$ cat config.mk
export PLATFORM = sky130hd
export DESIGN_NAME = instr_fetch_unit_flat
export DESIGN_NICKNAME = d
export VERILOG_FILES = /design/src/rtl/instr_fetch_unit_if.sv /design/src/rtl/instr_fetch_unit.sv /design/src/flat_wrapper.sv
export SDC_FILE = /design/constraint.sdc
export NUM_CORES = 1
export LEC_CHECK = 0
export ABC_AREA = 1
export BUFFER_PORTS_ARGS = -buffer_cell sky130_fd_sc_hd__clkbuf_2
export CORE_MARGIN = 2
export CORE_UTILIZATION = 50
export DETAILED_ROUTE_END_ITERATION = 16
export PLACE_DENSITY = 0.84
export SYNTH_ARGS = -nofsm -noshare
export SYNTH_HDL_FRONTEND = slang
export SYNTH_SLANG_ARGS = --single-unit
$ cat constraint.sdc
create_clock -name clk -period 9.35 [get_ports clk]
set_clock_uncertainty 0.05 [all_clocks]
set_input_delay 1.4025 -clock clk [delete_from_list [all_inputs] [get_ports clk]]
set_output_delay 1.4025 -clock clk [all_outputs]
set_load 0.05 [all_outputs]
$ cat src/rtl/instr_fetch_unit_if.sv
// Fetch-unit bus bundle: redirect input, instruction-memory request/response
// channels and the decoder-facing instruction channel.
interface instr_fetch_unit_if;
    logic        jump_valid;
    logic [63:0] jump_target;
    logic        imem_req_valid;
    logic        imem_req_ready;
    logic [63:0] imem_req_addr;
    logic        imem_resp_valid;
    logic [31:0] imem_resp_data;
    logic        instr_valid;
    logic        instr_ready;
    logic [31:0] instr;
    logic [63:0] instr_pc;

    // master: the fetch unit itself; slave: memory, decoder and redirect source.
    modport master (
        input  jump_valid, jump_target,
        output imem_req_valid, imem_req_addr,
        input  imem_req_ready, imem_resp_valid, imem_resp_data,
        output instr_valid, instr, instr_pc,
        input  instr_ready
    );

    modport slave (
        output jump_valid, jump_target,
        input  imem_req_valid, imem_req_addr,
        output imem_req_ready, imem_resp_valid, imem_resp_data,
        input  instr_valid, instr, instr_pc,
        output instr_ready
    );
endinterface

$ cat src/rtl/instr_fetch_unit.sv
// Single-outstanding instruction fetch unit: REQ -> WAIT -> OUT per instruction,
// with redirect handling that drops in-flight responses fetched from a stale pc.
module instr_fetch_unit #(
    parameter logic [63:0] RESET_PC = 64'h0000_0000_8000_0000
) (
    input  logic                      clk,
    input  logic                      rst,
    instr_fetch_unit_if.master        bus,
    output logic [1:0]                dbg_state
);
    // Handshakes: a transfer happens on a rising edge where valid and ready are
    // both high; a valid source holds its payload stable until that edge.
    // The memory response has no ready: it is a one-cycle pulse seen only in WAIT.

    localparam logic [31:0] NOP = 32'h0000_0013;

    typedef enum logic [1:0] {
        IDLE = 2'd0,
        REQ  = 2'd1,
        WAIT = 2'd2,
        OUT  = 2'd3
    } state_e;

    state_e      state_q, state_d;
    logic [63:0] pc_q, pc_d;
    logic        drop_q, drop_d;
    logic [31:0] instr_q, instr_d;
    logic [63:0] jump_pc;

    assign jump_pc = {bus.jump_target[63:2], 2'b00};

    always_ff @(posedge clk or posedge rst) begin
        if (rst) begin
            state_q <= IDLE;
            pc_q    <= RESET_PC;
            drop_q  <= 1'b0;
            instr_q <= NOP;
        end else begin
            state_q <= state_d;
            pc_q    <= pc_d;
            drop_q  <= drop_d;
            instr_q <= instr_d;
        end
    end

    always_comb begin
        state_d = state_q;
        pc_d    = pc_q;
        drop_d  = drop_q;
        instr_d = instr_q;
        unique case (state_q)
            IDLE: state_d = REQ;
            REQ: begin
                if (bus.jump_valid) pc_d = jump_pc;
                if (bus.imem_req_ready) begin
                    state_d = WAIT;
                    // The request just issued carries the old pc; its reply is stale.
                    drop_d  = bus.jump_valid;
                end
            end
            WAIT: begin
                if (bus.imem_resp_valid) begin
                    if (drop_q || bus.jump_valid) begin
                        drop_d  = 1'b0;
                        state_d = REQ;
                        if (bus.jump_valid) pc_d = jump_pc;
                    end else begin
                        instr_d = bus.imem_resp_data;
                        state_d = OUT;
                    end
                end else if (bus.jump_valid) begin
                    pc_d   = jump_pc;
                    drop_d = 1'b1;
                end
            end
            OUT: begin
                if (bus.jump_valid) begin
                    pc_d    = jump_pc;
                    state_d = REQ;
                end else if (bus.instr_ready) begin
                    pc_d    = pc_q + 64'd4;
                    state_d = REQ;
                end
            end
            default: state_d = IDLE;
        endcase
    end

    assign bus.imem_req_valid = (state_q == REQ);
    assign bus.imem_req_addr  = pc_q;
    assign bus.instr_valid    = (state_q == OUT);
    assign bus.instr          = instr_q;
    assign bus.instr_pc       = pc_q;
    assign dbg_state          = state_q;
endmodule

$ cat src/flat_wrapper.sv
// flat-port wrapper written by rule: the top's interface ports become plain ports
module instr_fetch_unit_flat 
#(
    parameter logic [63:0] RESET_PC = 64'h0000_0000_8000_0000
)
  (clk, rst, dbg_state, bus_jump_valid, bus_jump_target, bus_imem_req_valid, bus_imem_req_addr, bus_imem_req_ready, bus_imem_resp_valid, bus_imem_resp_data, bus_instr_valid, bus_instr, bus_instr_pc, bus_instr_ready);
  instr_fetch_unit_if bus_i ();
  input  logic clk;
  input  logic rst;
  output logic [1:0] dbg_state;
  input wire logic [$bits(bus_i.jump_valid)-1:0] bus_jump_valid;
  input wire logic [$bits(bus_i.jump_target)-1:0] bus_jump_target;
  output wire logic [$bits(bus_i.imem_req_valid)-1:0] bus_imem_req_valid;
  output wire logic [$bits(bus_i.imem_req_addr)-1:0] bus_imem_req_addr;
  input wire logic [$bits(bus_i.imem_req_ready)-1:0] bus_imem_req_ready;
  input wire logic [$bits(bus_i.imem_resp_valid)-1:0] bus_imem_resp_valid;
  input wire logic [$bits(bus_i.imem_resp_data)-1:0] bus_imem_resp_data;
  output wire logic [$bits(bus_i.instr_valid)-1:0] bus_instr_valid;
  output wire logic [$bits(bus_i.instr)-1:0] bus_instr;
  output wire logic [$bits(bus_i.instr_pc)-1:0] bus_instr_pc;
  input wire logic [$bits(bus_i.instr_ready)-1:0] bus_instr_ready;
  assign bus_i.jump_valid = bus_jump_valid;
  assign bus_i.jump_target = bus_jump_target;
  assign bus_imem_req_valid = bus_i.imem_req_valid;
  assign bus_imem_req_addr = bus_i.imem_req_addr;
  assign bus_i.imem_req_ready = bus_imem_req_ready;
  assign bus_i.imem_resp_valid = bus_imem_resp_valid;
  assign bus_i.imem_resp_data = bus_imem_resp_data;
  assign bus_instr_valid = bus_i.instr_valid;
  assign bus_instr = bus_i.instr;
  assign bus_instr_pc = bus_i.instr_pc;
  assign bus_i.instr_ready = bus_instr_ready;
  instr_fetch_unit #(.RESET_PC(RESET_PC)) u_core (.clk(clk), .rst(rst), .bus(bus_i), .dbg_state(dbg_state));
endmodule
==> impl_metrics.json, run 1 <==
{
  "grt_util_all_layers_pct": 28.89,
  "layout_overhead_on_the_synthesized_area_pct": 17.91,
  "nets": 1317,
  "measured_slew_at_the_worst_slew_check_pin_ns": 0.8183,
  "post_cts.repair.setup_buffers": 0,
  "cell_types_with_the_largest_area_share_after_synthesis": "sky130_fd_sc_hd__dfrtp_1 33%, sky130_fd_sc_hd__nand2_1 16%, sky130_fd_sc_hd__nor2_1 10%",
  "synth_edf_count": 0,
  "vias_per_cell": 5.176,
  "synth_compound_area_share_pct": 8.344,
  "dr.pass1.iters": 5,
  "outcome": "completed",
  "die_h_um": 122.0,
  "hold_violations_final": 0,
  "htree_levels": 3,
  "max-cap-violations": 0,
  "antenna-diode-count": 0,
  "share_of_yosys_cell_area_claimed_by_the_top_area_cell_type_pct": 33.45,
  "cp-startpoint": "bus_jump_valid",
  "cts_hold_repair.buffers": 0,
  "timing.setup.tns_ns": 0,
  "floorplan.io_pins": 266,
  "antenna_violating_nets_post_route": 0,
  "synth_xor_xnor_area_share_pct": 0.3776,
  "routedWlPerCell_um": 15.31,
  "path_class": "input pin to flip-flop",
  "postSynthCellCount": 1028,
  "cts_root_buf": "sky130_fd_sc_hd__clkbuf_16",
  "r2r_start": "u_core.dbg_state[0]",
  "area_of_the_core_um2": 13720,
  "synth.area.mux_share_pct": 5.341,
  "maxSlewHeadroom_pct": 45.45,
  "clock_sinks": 97,
  "crit_arrival_ns": 3.88,
  "setup-violations-final": 0,
  "min_period_ns": 3.727,
  "grt_overflow_total": 0,
  "tritoncts": "done",
  "drt-initial-drc-count": 558,
  "antenna_found_initial": 0,
  "synth-seq-cells": 97,
  "postSynth.asyncResetShare_pct": 100.0,
  "synth_top_family_by_area": "simple AND/OR/NAND/NOR gates",
  "reg2regPathDepth": 10,
  "start_kind": "input pin",
  "gpl.final_weighted_congestion": 1.013,
  "fp.dieW_um": 122.0,
  "yosysWarnings": 0,
  "worst-endpoint-required_ns": 9.50,
  "final_max_slew_viol_count": 0,
  "max_freq_ghz": 0.2683,
  "clock_transition_at_path_regs_ns": 0.07,
  "cts_inserted_buffers": 9,
  "initial_utilization_pct": 50.72,
  "highest_net_fanout_along_the_worst_path": 78,
  "crit_end": "u_core.bus.imem_req_addr[24]",
  "dominantRegCellSynth": "sky130_fd_sc_hd__dfrtp_1",
  "via_count_of_the_first_global_routing_pass": 6657,
  "synth_top_cell_by_area": "sky130_fd_sc_hd__dfrtp_1",
  "synthAdderAreaFrac_pct": 1.079,
  "synth.lib_cells_used.distinct": 37,
  "grt_first_pass_wirelength_mm": 33.37,
  "grt_max_degree": 79,
  "setup.worst_path.end_class": "flip-flop",
  "num_rows": 43,
  "drive_above_1_share_pct": 29.08,
  "unrepaired_setup_endpoints_after_global_routing": "false",
  "drt_wl_total_mm": 21.35,
  "placement.io_buffers": 259,
  "synth_simple_gate_area_share_pct": 35.86,
  "hpwlAfterDp_mm": 16.48,
  "worst_skew_pair.late_latency_ns": 0.36,
  "sequential_element_share_of_the_synthesized_area_pct": 34.96,
  "clock_path_buffers": 2,
  "via_count": 7216,
  "ctsResizeCount": 0,
  "synth.avg_cell_area_um2": 6.768,
  "min-delay-path-class": "flip-flop to flip-flop",
  "period_share_pct": 39.86,
  "ff2ff_setup_slack_ns": 6.05,
  "detail_route.drc_violations": 0,
  "synth_area_um2": 6958,
  "die-area_um2": 14880,
  "timing.rr.end": "u_core.bus.imem_req_addr[24]"
}
-- state kept, by name (all words and copies together), names as in the netlist --
signal / cells
u_core.bus.imem_req_addr: 62
u_core.dbg_state: 2
u_core.drop_q: 1
u_core.bus.instr: 32
-- logic make-up after synthesis --
kind of cell / count (synthesis)
flip-flops: 97
AO/OA/AOI/OAI: 109
adder cells (fa/ha/maj): 6
AND/OR/NAND/NOR: 593
other: 1
buffers and inverters: 186
multiplexers: 33
XOR/XNOR: 3
-- critical path, stage by stage --
cell and delay (ns):
sky130_fd_sc_hd__clkbuf_2 0.13, sky130_fd_sc_hd__nor3_2 0.22, sky130_fd_sc_hd__nand2_2 0.45, sky130_fd_sc_hd__nand2_2 0.16, sky130_fd_sc_hd__buf_4 0.60, sky130_fd_sc_hd__inv_2 0.53
sky130_fd_sc_hd__a21oi_1 0.30, sky130_fd_sc_hd__a21oi_1 0.06
-- synthesized netlist by cell type, types with 5 or more instances --
cell type / instances
sky130_fd_sc_hd__nand2_2: 13
sky130_fd_sc_hd__o21ai_0: 39
sky130_fd_sc_hd__o21ai_1: 18
sky130_fd_sc_hd__a21oi_1: 33
sky130_fd_sc_hd__nor2_4: 6
sky130_fd_sc_hd__dfrtp_1: 93
sky130_fd_sc_hd__nand3_1: 55
sky130_fd_sc_hd__nand4_1: 15
sky130_fd_sc_hd__nor2_2: 6
sky130_fd_sc_hd__clkbuf_1: 8
sky130_fd_sc_hd__inv_1: 86
sky130_fd_sc_hd__buf_2: 19
sky130_fd_sc_hd__o22ai_1: 9
sky130_fd_sc_hd__nand2_1: 303
sky130_fd_sc_hd__buf_4: 67
sky130_fd_sc_hd__mux2_2: 33
sky130_fd_sc_hd__ha_1: 6
sky130_fd_sc_hd__nor2_1: 185
sky130_fd_sc_hd__a22oi_1: 5
-- placed cells by master, fill, tap and decap left out, drive strengths merged, types with 4 or more instances in the layout --
cell	instances
mux2	33
a21oi	33
inv	93
a22oi	5
nand2	318
conb	4
clkbuf	268
nand4	15
o22ai	9
ha	6
nor2	199
buf	4
o21ai	57
dfstp	4
nand3	56
dfrtp	93
-- layer usage --
metal,vias to the layer above,wire length [um],GRT usage (%)
li1,3552,-,-
met1,3252,8559,36.14
met2,357,10140,48.25
met3,55,1847,4.963
met4,0,805,14.15
met5,-,0,0
-- final cells by class --
cell class	count	area (um2)
inverters	90	340.3
fillers	1313	5515
repair buffers	263	1326
clock buffers	9	225.2
clock inverters	7	86.33
well taps	180	225.2
multi-input cells	748	3568
flip-flops and latches	97	2432
-- worst min path at each step --
stage                                     from                   end  cells past startpoint
after CTS                  u_core.bus.instr[9]   u_core.bus.instr[9]                      1
final                      u_core.bus.instr[9]   u_core.bus.instr[9]                      1
after global placement    u_core.bus.instr[30]  u_core.bus.instr[30]                      1
after detailed placement   u_core.bus.instr[9]   u_core.bus.instr[9]                      1
after floorplan                  u_core.drop_q         u_core.drop_q                      1
after global routing       u_core.bus.instr[9]   u_core.bus.instr[9]                      1
-- metrics by stage --
stage	util [%]	std cells	area [um2]	hold WS, ns	setup slack (ns)
after floorplan	-	1031	6969	0.4510	5.370
after global placement	57.53	1378	7893	0.4374	5.280
after detailed placement	57.53	1378	7893	0.4425	5.242
after CTS	59.80	1394	8204	0.4583	5.625
after global routing	59.80	1394	8204	0.4642	5.345
final	59.80	1394	8204	0.4571	5.623
Power of run 1 is not shown: default switching activity piles up to over one toggle a cycle in this logic, so the estimate is an artifact.
==> run 2, diff against run 1 <==
--- a/config.mk
+++ b/config.mk
@@ -8,9 +8,9 @@
 export ABC_AREA = 1
 export BUFFER_PORTS_ARGS = -buffer_cell sky130_fd_sc_hd__clkbuf_2
 export CORE_MARGIN = 2
-export CORE_UTILIZATION = 50
+export CORE_UTILIZATION = 45
 export DETAILED_ROUTE_END_ITERATION = 16
-export PLACE_DENSITY = 0.84
+export PLACE_DENSITY = 0.8
 export SYNTH_ARGS = -nofsm -noshare
 export SYNTH_HDL_FRONTEND = slang
 export SYNTH_SLANG_ARGS = --single-unit
==> constraint.sdc (replaced) <==
create_clock -name clk -period 3.4 [get_ports clk]
set_clock_uncertainty 0.05 [all_clocks]
set_input_delay 0.51 -clock clk [delete_from_list [all_inputs] [get_ports clk]]
set_output_delay 0.51 -clock clk [all_outputs]
set_load 0.05 [all_outputs]
==> run 2 against run 1 <==
Against the previous run:
- core utilization down 5.4 points
- global-route usage down 2.2 points
- critical path type is now flip-flop to flip-flop
- via count up 0.97%
- cell count up 0.72%
- hold slack worse by 0.20 ns
- critical path depth up 1
- die area up 11%
- sequential share of layout area down 0.14 points
- highest routed layer unchanged
- critical endpoint is now u_core.bus.imem_req_addr[10]
==> impl_metrics.json, run 2 (synthesized netlist as in run 1, its figures left out) <==
{
  "outcome": "completed",
  "die_h_um": 128.3,
  "initial_utilization_pct": 45.94,
  "largest_register_ffs": 62,
  "period_share_pct": 64.51,
  "r2r_start": "u_core.dbg_state[0]",
  "nets": 1319,
  "setup-violations-final": 0,
  "ctsResizeCount": 0,
  "measured_slew_at_the_worst_slew_check_pin_ns": 0.8370,
  "drt_wl_total_mm": 22.04,
  "placement.io_buffers": 259,
  "detail_route.drc_violations": 0,
  "start_kind": "flip-flop",
  "cts_inserted_buffers": 9,
  "htree_levels": 3,
  "final_common_cell": "sky130_fd_sc_hd__nand2_1",
  "post_cts.repair.setup_buffers": 0,
  "setup.worst_path.end_class": "flip-flop",
  "ff2ff_setup_slack_ns": 1.21,
  "place_ws_ns": 1.261,
  "cts_root_buf": "sky130_fd_sc_hd__clkbuf_16",
  "filler_instances": 1489,
  "floorplan.io_pins": 266,
  "vias_per_cell": 5.189,
  "area_of_the_core_um2": 15150,
  "drive_above_1_share_pct": 29.19,
  "grt_util_all_layers_pct": 26.73,
  "clock_sinks": 97,
  "reg2regPathDepth": 9,
  "die-area_um2": 16470,
  "cts_hold_repair.buffers": 0,
  "worst_skew_pair.late_latency_ns": 0.36,
  "path_class": "flip-flop to flip-flop",
  "max_freq_ghz": 0.4559,
  "layout_overhead_on_the_synthesized_area_pct": 18.47,
  "dr.pass1.iters": 8,
  "antenna_found_initial": 0,
  "max-cap-violations": 0,
  "grt_first_pass_wirelength_mm": 34.16,
  "min-delay-path-class": "input pin to async pin",
  "worst-endpoint-required_ns": 3.62,
  "antenna_violating_nets_post_route": 0,
  "timing.setup.tns_ns": 0,
  "holdWs_ns": 0.2581,
  "maxSlewHeadroom_pct": 44.20,
  "tritoncts": "done",
  "antenna-diode-count": 0,
  "highest_net_fanout_along_the_worst_path": 47,
  "timing.rr.end": "u_core.bus.imem_req_addr[10]",
  "routedWlPerCell_um": 15.70,
  "hpwlAfterDp_mm": 17.18,
  "worst_slack_ns": 1.207,
  "hold_violations_final": 0,
  "unrepaired_setup_endpoints_after_global_routing": "false",
  "most_used_cells_in_the_layout_excluding_fill_and_tap_cells": "303 x sky130_fd_sc_hd__nand2_1, 259 x sky130_fd_sc_hd__clkbuf_2, 185 x sky130_fd_sc_hd__nor2_1, 93 x sky130_fd_sc_hd__dfrtp_1, 85 x sky130_fd_sc_hd__inv_1",
  "grt_max_degree": 68,
  "clock_path_buffers": 2,
  "min_period_ns": 2.193,
  "via_count": 7286,
  "fp.dieW_um": 128.3,
  "gpl.final_weighted_congestion": 0.9573,
  "final_max_slew_viol_count": 0,
  "grt_overflow_total": 0,
  "crit_arrival_ns": 2.42,
  "num_rows": 45,
  "drt-initial-drc-count": 515,
  "clock_transition_at_path_regs_ns": 0.08,
  "via_count_of_the_first_global_routing_pass": 6571
}
-- run 2: changes by cell type in the layout (fill, tap and decap cells not counted), sizes merged --
cell      delta
buf          +2
clkinvlp     +1
inv          -1
-- run 2: through the flow --
stage | utilization, % | instances | area, um2
2_1_floorplan | - | 1031 | 6969
3_3_place_gp | 52.36 | 1388 | 7930
3_5_place_dp | 52.36 | 1388 | 7930
4_1_cts | 54.42 | 1404 | 8243
5_1_grt | 54.42 | 1404 | 8243
6_report | 54.42 | 1404 | 8243
-- run 2: worst max-delay path by stage --
stage / start / end / slack, ns / cells after the start
2_1_floorplan: rst / u_core.bus.imem_req_addr[10] / 0.31 / 1
3_3_place_gp: u_core.dbg_state[0] / u_core.bus.imem_req_addr[34] / 1.32 / 9
3_5_place_dp: u_core.dbg_state[0] / u_core.bus.imem_req_addr[34] / 1.26 / 9
4_1_cts: u_core.dbg_state[0] / u_core.bus.imem_req_addr[10] / 1.23 / 9
5_1_grt: u_core.dbg_state[0] / u_core.bus.imem_req_addr[10] / 0.96 / 9
6_report: u_core.dbg_state[0] / u_core.bus.imem_req_addr[10] / 1.21 / 9
-- run 2: area by class of cell --
class | instances | area [um2] | share of cell area [%]
tap | 188 | 235.2 | 2.854
clock buffer | 9 | 225.2 | 2.732
multi-input combinational | 748 | 3568 | 43.29
inverter | 90 | 340.3 | 4.129
clock inverter | 7 | 87.58 | 1.063
sequential | 97 | 2432 | 29.51
timing repair buffer | 265 | 1354 | 16.42
-- run 2: routing by layer --
metal | GRT usage [%] | share of wire [%]
met1 | 33.71 | 40
met4 | 10.08 | 2.9
met2 | 45.40 | 49
met5 | 0 | 0
met3 | 5.447 | 8.2
-- run 2: worst max-delay path: stages (launching register included) --
cell and delay [ns]:
sky130_fd_sc_hd__dfrtp_1 0.45, sky130_fd_sc_hd__inv_1 0.10, sky130_fd_sc_hd__ha_1 0.22, sky130_fd_sc_hd__inv_1 0.09, sky130_fd_sc_hd__nor3_2 0.06, sky130_fd_sc_hd__nand2_2 0.07, sky130_fd_sc_hd__nand2_2 0.07, sky130_fd_sc_hd__inv_2 0.56
sky130_fd_sc_hd__o21ai_0 0.21, sky130_fd_sc_hd__a22oi_1 0.20
Power of run 2 is left out for the same reason.
==> run 3, diff against run 2 <==
--- a/config.mk
+++ b/config.mk
@@ -5,12 +5,12 @@
 export SDC_FILE = /design/constraint.sdc
 export NUM_CORES = 1
 export LEC_CHECK = 0
-export ABC_AREA = 1
+export ABC_AREA = 0
 export BUFFER_PORTS_ARGS = -buffer_cell sky130_fd_sc_hd__clkbuf_2
 export CORE_MARGIN = 2
 export CORE_UTILIZATION = 45
 export DETAILED_ROUTE_END_ITERATION = 16
-export PLACE_DENSITY = 0.8
+export PLACE_DENSITY = 0.81
 export SYNTH_ARGS = -nofsm -noshare
 export SYNTH_HDL_FRONTEND = slang
 export SYNTH_SLANG_ARGS = --single-unit
==> constraint.sdc (replaced) <==
create_clock -name clk -period 1.9 [get_ports clk]
set_clock_uncertainty 0.05 [all_clocks]
set_input_delay 0.285 -clock clk [delete_from_list [all_inputs] [get_ports clk]]
set_output_delay 0.285 -clock clk [all_outputs]
set_load 0.05 [all_outputs]
==> run 3 against run 2 <==
Against the previous run:
- the run now ends with negative setup slack left
- first-iteration DRC count is 140% higher
- routed wire length is 31% higher
- fmax is 2.7% lower
- register-to-register slack worse by 1.6 ns
- cell area is 26% higher
- setup slack worse by 1.6 ns
- largest cell class unchanged
==> impl_metrics.json, run 3 <==
{
  "antenna_found_initial": 0,
  "filler_instances": 913,
  "hold_violations_final": 0,
  "drt_wl_total_mm": 28.78,
  "path_class": "flip-flop to flip-flop",
  "nets": 1209,
  "synth.avg_cell_area_um2": 8.862,
  "vias_per_cell": 6.361,
  "globalRoute.busiestLayer": "met2",
  "hpwlAfterDp_mm": 18.32,
  "synth_top_cell_by_area": "sky130_fd_sc_hd__dfrtp_1",
  "placement.io_buffers": 259,
  "synth_area_um2": 6514,
  "routedWlPerCell_um": 22.38,
  "maxSlewHeadroom_pct": 63.31,
  "via_count": 8180,
  "fp.dieW_um": 124.3,
  "grt_util_all_layers_pct": 31.74,
  "synth-seq-cells": 97,
  "max-cap-violations": 0,
  "most_used_cells_in_the_layout_excluding_fill_and_tap_cells": "259 x sky130_fd_sc_hd__clkbuf_2, 161 x sky130_fd_sc_hd__buf_4, 53 x sky130_fd_sc_hd__nand2_1, 51 x sky130_fd_sc_hd__dfrtp_1, 42 x sky130_fd_sc_hd__dfrtp_2",
  "cts_inserted_buffers": 9,
  "r2r_start": "u_core.bus.imem_req_addr[31]",
  "final_common_cell": "sky130_fd_sc_hd__clkbuf_2",
  "cellLeakagePower_nw": 4.814,
  "setup.worst_path.end_class": "flip-flop",
  "synth_edf_count": 0,
  "violations_in_the_final_reports": "negative setup slack",
  "outcome": "complete, but fails checks",
  "ff2ff_setup_slack_ns": -0.35,
  "number_of_instances_in_the_placed_design": 1228,
  "clock_transition_at_path_regs_ns": 0.07,
  "dominantRegCellSynth": "sky130_fd_sc_hd__dfrtp_1",
  "die_h_um": 124.3,
  "power.density_cell_area_nw_per_um2": 2029,
  "area_of_the_core_um2": 13990,
  "max_freq_ghz": 0.4436,
  "dr.pass1.iters": 6,
  "start_kind": "flip-flop",
  "postSynth.asyncResetShare_pct": 100.0,
  "synthMostInstantiatedCell": "sky130_fd_sc_hd__dfrtp_1",
  "global_route.usage.met3_pct": 5.026,
  "synth.lib_cells_used.distinct": 64,
  "globalRouteMet1Util_pct": 42.29,
  "sequential_element_share_of_the_synthesized_area_pct": 37.34,
  "cp-startpoint": "u_core.bus.imem_req_addr[31]",
  "highest_net_fanout_along_the_worst_path": 5,
  "period_share_pct": 118.7,
  "grt.met2_usage_pct": 51.78,
  "drive_above_1_share_pct": 60.31,
  "detail_route.drc_violations": 0,
  "initial_utilization_pct": 46.57,
  "grt_overflow_total": 0,
  "irDropWorstVdd_uv": 1187,
  "num_rows": 43,
  "crit_arrival_ns": 2.42,
  "floorplan.io_pins": 266,
  "worst_skew_pair.late_latency_ns": 0.36,
  "cts_root_buf": "sky130_fd_sc_hd__clkbuf_16",
  "largest_register_ffs": 62,
  "antenna-diode-count": 0,
  "cell_types_with_the_largest_area_share_after_synthesis": "sky130_fd_sc_hd__dfrtp_1 36%, sky130_fd_sc_hd__buf_4 7.7%, sky130_fd_sc_hd__mux2_2 5.9%",
  "gpl.final_weighted_congestion": 0.9640,
  "worst_slack_ns": -0.3545,
  "clock_sinks": 97,
  "final_max_slew_viol_count": 0,
  "grt_max_degree": 98,
  "die-area_um2": 15450,
  "worst-endpoint-required_ns": 2.07,
  "htree_levels": 3,
  "min_period_ns": 2.255,
  "via_count_of_the_first_global_routing_pass": 7224,
  "min-delay-path-class": "input pin to async pin",
  "tritoncts": "done",
  "clock_path_buffers": 2,
  "reg2regPathDepth": 6,
  "drt-initial-drc-count": 1235,
  "unrepaired_setup_endpoints_after_global_routing": "true",
  "measured_slew_at_the_worst_slew_check_pin_ns": 0.5503,
  "timing.setup.tns_ns": -5.939,
  "stdcell_count": 1286,
  "cts_hold_repair.buffers": 0,
  "setup-violations-final": 54,
  "share_of_yosys_cell_area_claimed_by_the_top_area_cell_type_pct": 35.73,
  "postSynthCellCount": 735,
  "grt_first_pass_wirelength_mm": 39.38,
  "layout_overhead_on_the_synthesized_area_pct": 59.70,
  "antenna_violating_nets_post_route": 0,
  "yosysWarnings": 0,
  "ys_top_cells_by_count": "93 x sky130_fd_sc_hd__dfrtp_1, 67 x sky130_fd_sc_hd__buf_4, 55 x sky130_fd_sc_hd__nand2_1"
}
==> run 3: critical path, stage by stage (launching register included) <==
cell,delay (ns)
sky130_fd_sc_hd__dfstp_2,0.59
sky130_fd_sc_hd__nand4_1,0.21
sky130_fd_sc_hd__nor4_2,0.36
sky130_fd_sc_hd__nand4_1,0.26
sky130_fd_sc_hd__buf_4,0.23
sky130_fd_sc_hd__o211ai_1,0.25
sky130_fd_sc_hd__o311ai_1,0.16
==> run 3: cell families (layout without fill, tap and decap cells) <==
group / Yosys count / after routing / synth area share [%]
simple gates: 298 / 298 / 26.24
compound gates: 162 / 162 / 16.63
buf+inv: 130 / 498 / 11.60
flops: 97 / 97 / 37.34
mux: 41 / 41 / 6.973
fa+ha+maj: 6 / 6 / 1.152
other cells: 1 / 4 / 0.05757
==> run 3: what timing repair did <==
item                       4_1_cts  5_1_grt
gates resized for setup         46       81
pin swaps                       25       29
cloned                           0        6
setup endpoints to repair       42       62
buffers inserted                19       17
==> run 3: layout make-up <==
class	count	area, um2	share of cell area, %
clock inverter	5	37.54	0.3608
multi-input combinational	511	4079	39.21
clock buffer	11	242.7	2.333
tap	180	225.2	2.165
timing repair buffer	467	3268	31.42
sequential	97	2485	23.89
inverter	15	65.06	0.6254
==> run 3: stage by stage <==
step	area [um2]	setup slack (ns)	power [W]	hold WS, ns	util, %
after floorplan	7000	-0.3139	0.01399	0.3579	-
after global placement	9082	-0.1590	0.01735	0.4131	64.93
after detailed placement	9082	-0.2041	0.01758	0.4218	64.93
after CTS	9728	-0.1309	0.01981	0.04480	69.54
after global routing	10400	-0.3350	0.02179	0.04488	74.36
final	10400	-0.3545	0.02110	0.01986	74.36
==> run 3: per-layer routing <==
metal / vias up / share of wire, %
met1: 3866 / 37
met2: 702 / 46
li1: 3440 / -
met3: 172 / 11
met5: - / 0
met4: 0 / 5.7
==> run 3: worst paths after layout <==
check | to
setup / recovery | u_core.bus.imem_req_addr[61]
hold reg to reg | u_core.bus.instr[31]
max in group asynchronous | u_core.bus.imem_req_addr[21]
setup reg to reg | u_core.bus.imem_req_addr[61]
hold / removal | u_core.bus.instr[13]
min in group clk | u_core.bus.imem_req_addr[57]
==> run 3: power breakdown <==
part           internal (W)  total (W)  leakage [nW]  switching (W)
Combinational       0.00458     0.0150          3.55         0.0104
Clock              0.000933    0.00181         0.133       0.000873
Sequential          0.00314    0.00434          1.13        0.00119
Total               0.00866     0.0211          4.81         0.0124
Note: power is estimated with default switching activity, not from simulation.
